File: src/rtl/seg7_pkg.sv
// rtl/seg7_pkg.sv - shared constants for the 7-segment display blocks
package seg7_pkg;

   localparam int NUM_DIGITS = 4;
   localparam logic [6:0] SEG_BLANK = 7'b1111111;

   // Active-low gfedcba patterns, indexed by nibble value (entry 15 listed first).
   localparam logic [15:0][6:0] HEX_SEG = {
      7'b0001110, 7'b0000110, 7'b0100001, 7'b1000110,
      7'b0000011, 7'b0001000, 7'b0010000, 7'b0000000,
      7'b1111000, 7'b0000010, 7'b0010010, 7'b0011001,
      7'b0110000, 7'b0100100, 7'b1111001, 7'b1000000
   };

endpackage

File: src/rtl/seg7_decode.sv
// rtl/seg7_decode.sv - combinational hex nibble to active-low segment pattern
module seg7_decode
   import seg7_pkg::*;
(
   input  logic [3:0] nib,
   output logic [6:0] seg
);

   always_comb begin
      seg = HEX_SEG[nib];
   end

endmodule

File: src/rtl/seg7_scan.sv
// rtl/seg7_scan.sv - four-digit multiplexed hex display with per-scan snapshot
module seg7_scan
   import seg7_pkg::*;
#(
   parameter int REFRESH_DIV = 50000
) (
   input  logic        clk,
   input  logic        rst_n,
   input  logic [15:0] value,
   input  logic        hold,
   input  logic        blank_lz,
   output logic [3:0]  an,
   output logic [6:0]  seg,
   output logic        dp
);

   localparam int DIV_W = ($clog2(REFRESH_DIV) < 1) ? 1 : $clog2(REFRESH_DIV);
   localparam logic [DIV_W-1:0] DIV_LAST = DIV_W'(REFRESH_DIV - 1);
   localparam logic [1:0] IDX_LAST = 2'(NUM_DIGITS - 1);

   logic [DIV_W-1:0] div_cnt_q, div_cnt_d;
   logic [1:0]       idx_q, idx_d;
   logic [15:0]      shown_q, shown_d;
   logic [3:0]       an_q, an_d;
   logic [6:0]       seg_q, seg_d;
   logic             dp_q, dp_d;

   logic             tick;
   logic [3:0]       nib;
   logic [6:0]       dec_seg;
   logic             upper_zero;
   logic             blanked;

   seg7_decode u_decode (
      .nib (nib),
      .seg (dec_seg)
   );

   always_comb begin
      tick      = (div_cnt_q == DIV_LAST);
      div_cnt_d = tick ? '0 : div_cnt_q + DIV_W'(1);
      idx_d     = tick ? idx_q + 2'd1 : idx_q;
      // The whole display value only changes at the end of the last digit slot.
      shown_d   = (tick && (idx_q == IDX_LAST) && !hold) ? value : shown_q;

      nib = shown_q[{idx_q, 2'b00} +: 4];

      upper_zero = 1'b0;
      case (idx_q)
         2'd1:    upper_zero = (shown_q[15:4]  == 12'h000);
         2'd2:    upper_zero = (shown_q[15:8]  == 8'h00);
         2'd3:    upper_zero = (shown_q[15:12] == 4'h0);
         default: upper_zero = 1'b0;
      endcase
      blanked = blank_lz && upper_zero;

      an_d  = blanked ? 4'b1111 : ~(4'b0001 << idx_q);
      seg_d = blanked ? SEG_BLANK : dec_seg;
      dp_d  = !((idx_q == 2'd0) && hold);
   end

   always_ff @(posedge clk or negedge rst_n) begin
      if (!rst_n) begin
         div_cnt_q <= '0;
         idx_q     <= 2'd0;
         shown_q   <= 16'h0000;
         an_q      <= 4'b1111;
         seg_q     <= SEG_BLANK;
         dp_q      <= 1'b1;
      end else begin
         div_cnt_q <= div_cnt_d;
         idx_q     <= idx_d;
         shown_q   <= shown_d;
         an_q      <= an_d;
         seg_q     <= seg_d;
         dp_q      <= dp_d;
      end
   end

   assign an  = an_q;
   assign seg = seg_q;
   assign dp  = dp_q;

endmodule

File: config.mk
export PLATFORM = sky130hd
export DESIGN_NAME = seg7_scan
export DESIGN_NICKNAME = d
export VERILOG_FILES = /design/src/rtl/seg7_pkg.sv /design/src/rtl/seg7_decode.sv /design/src/rtl/seg7_scan.sv
export SDC_FILE = /design/constraint.sdc
export NUM_CORES = 1
export LEC_CHECK = 0
export CAP_MARGIN = 25
export CORE_MARGIN = 5
export CORE_UTILIZATION = 54
export DETAILED_ROUTE_END_ITERATION = 10
export PLACE_DENSITY = 0.83
export SYNTH_ARGS = -nofsm -noshare
export SYNTH_HDL_FRONTEND = slang
export SYNTH_SLANG_ARGS = --single-unit
File: constraint.sdc
create_clock -name clk -period 2.91 [get_ports clk]
set_clock_uncertainty 0.2 [all_clocks]
set_input_delay 0.582 -clock clk [delete_from_list [all_inputs] [get_ports clk]]
set_output_delay 0.582 -clock clk [all_outputs]
set_load 0.01 [all_outputs]
==> flow_summary_export.csv <==
group,metric,value,unit
cts,cts_tree,"done",
logic_synthesis,seq_area_frac_synth,48.90,%
logic_synthesis,synth_area,0.002385,sq mm
cells_and_area,fillers,358,
cts,cts_root_buf,"clkbuf_8",
global_route,grt_pass1_vias,1556,
global_route,grt_overflow,0,
sta,max_freq,420.0,MHz
cts,post_cts_resized,0,
sta,rsz0062_at_grt,"no",
sta,worst_slack,529.1,ps
sta,setup_viol,0,
logic_synthesis,syn_avg_cell_area,12.17,sq um
global_route,antenna_found_initial,0,
detailed_routing,wl_per_cell,14.88,um
floorplan,ioPinCount,32,
worst_setup_path,path_class,"register to register",
logic_synthesis,ys_seq_elements,46,
min_path,hold_path.class,"primary input to async pin",
cts,htreeDepth,2,
sta,hold_viol,0,
detailed_routing,via_per_inst,5.652,
logic_synthesis,netlist_top_cells_count,"dfrtp_1, nor2_1, dfstp_2, ha_1, nand2_1",
cts,numCtsBuffers,5,
worst_setup_path,worst_ep_required_time,2910,ps
cells_and_area,n_antenna_cell,0,
logic_synthesis,synth_edf_count,0,
sta,max_slew_margin,50.39,%
floorplan,rows,24,
place,place_ws,555.9,ps
detailed_routing,first_pass_iters,4,
cts,ctsLongestPathBuffers,2,
floorplan,initial_core_util,55.15,%
logic_synthesis,syn-num-nets,228,
detailed_routing,ant_nets,0,
cells_and_area,areaGrowthSynthToFinish,18.57,%
sta,fin_setup_tns,0,ps
worst_setup_path,cp_top_family,"multiplexers",
detailed_routing,vias,1594,
logic_synthesis,async_flop_share,100.0,%
cts,post_cts_buffers,0,
logic_synthesis,synthTopCellsByArea,"dfrtp_1, dfstp_2, ha_1, mux2_4, mux2_2",
sta,finalMaxSlewViolations,0,
cts,hold_buffers,0,
logic_synthesis,synth_cell_types,39,
worst_setup_path,slowest_delay,610,ps
floorplan,die-area,0.005845,sq mm
power,p_leak,1.259,nW
power,p_per_area,387.2,mW/mm^2
global_route,grt_max_degree,36,
cells_and_area,drive_gt1_share,20.43,%
cts,cts.clk_slew.worst_paths,80,ps
worst_setup_path,end_kind,"register",
cts,clock_latency,290,ps
logic_synthesis,synth_top_area_cell,"dfrtp_1",
logic_synthesis,synthFlopType,"dfrtp_1",
cells_and_area,layout.nets,261,
worst_setup_path,critPathLaunchType,"register",
detailed_routing,post-route-drc-count,0,
logic_synthesis,syn_inst,196,
cts,cts_sinks,46,
floorplan,chipWidth,76.46,um
run_status,status,"complete, no violations",
sta,worstMarginPinSlew,744.2,ps
worst_setup_path,cp_slowest_cell,"mux4_2",
worst_setup_path,critPathBufInv,1,
detailed_routing,drt_wl_total,4195,um
place,hpwl,3205,um
place,io_buffers,31,
run,drv_cap,0,
worst_setup_path,crit_chain,"mux4_2 > inv_1 > ha_1 > nor2_1 > nand3_1 > o31ai_1 > o41ai_1",
place,gp_congestion,0.8818,
detailed_routing,drt_iter0_markers,155,
global_route,grt_pass1_wl,7548,um
sta,min_period,2381,ps
logic_synthesis,synth_top_area_share,35.68,%
logic_synthesis,synth_most_common_cell,"dfrtp_1",
worst_setup_path,critPathMaxFanout,8,
sta,timing.final.crit_share,81.82,%
logic_synthesis,yosys_warnings,0,
floorplan,core,0.004324,sq mm
worst_setup_path,arrival,2380,ps
power,vdd_drop_max,0.0002306,V
floorplan,die_h,76.46,um
global_route,track_usage,15.80,%
## worst register-to-register path, cell delays in order, from the launching register on
cell	delay [ps]
dfrtp_1	550
mux4_2	620
inv_1	150
ha_1	210
nor2_1	50
nand3_1	100
o31ai_1	80
o41ai_1	320
## sequential cells by signal, indices dropped and copies added (netlist names)
register	flops
dp	1
div_cnt_q	16
shown_q	16
idx_q	2
an	4
seg	7
## area by class of cell
| cell class | count | area [sq um] | area share, % |
|---|---|---|---|
| sequential | 46 | 1166 | 41.24 |
| tap | 52 | 65.06 | 2.301 |
| multi-input combinational | 133 | 1135 | 40.13 |
| clock inverter | 1 | 3.754 | 0.1327 |
| timing repair buffer | 34 | 327.8 | 11.59 |
| inverter | 9 | 33.78 | 1.195 |
| clock buffer | 7 | 96.34 | 3.407 |
## through the flow
step                cell area [sq um]  hold slack, ps  utilization [%]  power (W)  std cells
detailed placement               2728           290.1            63.08  0.0006945        274
finish                           2828           141.0            65.39   0.001095        282
global route                     2828           213.1            65.39   0.001139        282
floorplan                        2385           86.41                -  0.0006543        196
global placement                 2728           281.2            63.08  0.0006939        274
CTS                              2828           162.1            65.39   0.001108        282
## path summary, 6_finish.rpt
check / startpoint / to / slack (ps) / depth (start not counted)
min in group clk: div_cnt_q[0] / div_cnt_q[0] / 300 / 1
hold / removal: rst_n / shown_q[6] / 140 / 1
max in group asynchronous: rst_n / an[0] / 1650 / 2
setup / recovery: idx_q[0] / seg[0] / 530 / 7
hold reg to reg: div_cnt_q[0] / div_cnt_q[0] / 300 / 1
setup reg to reg: idx_q[0] / seg[0] / 530 / 7
## cells by family after synthesis
logic type / count (synthesis) / share of synthesized area [%]
simple gates: 61 / 13.59
xor+xnor: 18 / 6.611
fa+ha+maj: 12 / 6.296
flops: 46 / 48.90
mux: 29 / 16.89
buf+inv: 17 / 3.515
compound gates: 13 / 4.198
## cell usage in the layout, fill, tap and decap left out, drive strengths merged, types with 2 or more instances in the layout
master,n
o221ai,3
xnor2,8
xor2,10
mux2i,5
nor2,14
ha,12
mux4,4
nand2,11
buf,4
dfrtp,34
nor3,5
nand3,7
mux2,20
clkinv,2
inv,8
clkdlybuf4s50,30
clkbuf,7
a211oi,3
o311ai,2
dfstp,12
nor4,8
o21ai,2
nand4,3
nor2b,2
## per-layer routing
metal / up-vias / part of all wire, % / global-route usage, %
met1: 771 / 47 / 22.73
met3: 10 / 5.5 / 4.137
met4: 0 / 2.7 / 6.818
met2: 50 / 44 / 22.35
met5: - / 0 / 0
li1: 763 / - / -
## report_power, final
part | total (W) | leakage, nW | internal (W) | switching (W)
clock network | 0.000414 | 0.0519 | 0.000213 | 0.000201
logic | 0.0000402 | 0.621 | 0.0000241 | 0.0000161
registers | 0.000641 | 0.585 | 0.000641 | 0.000000138
Power figures use the tool's default switching activity.
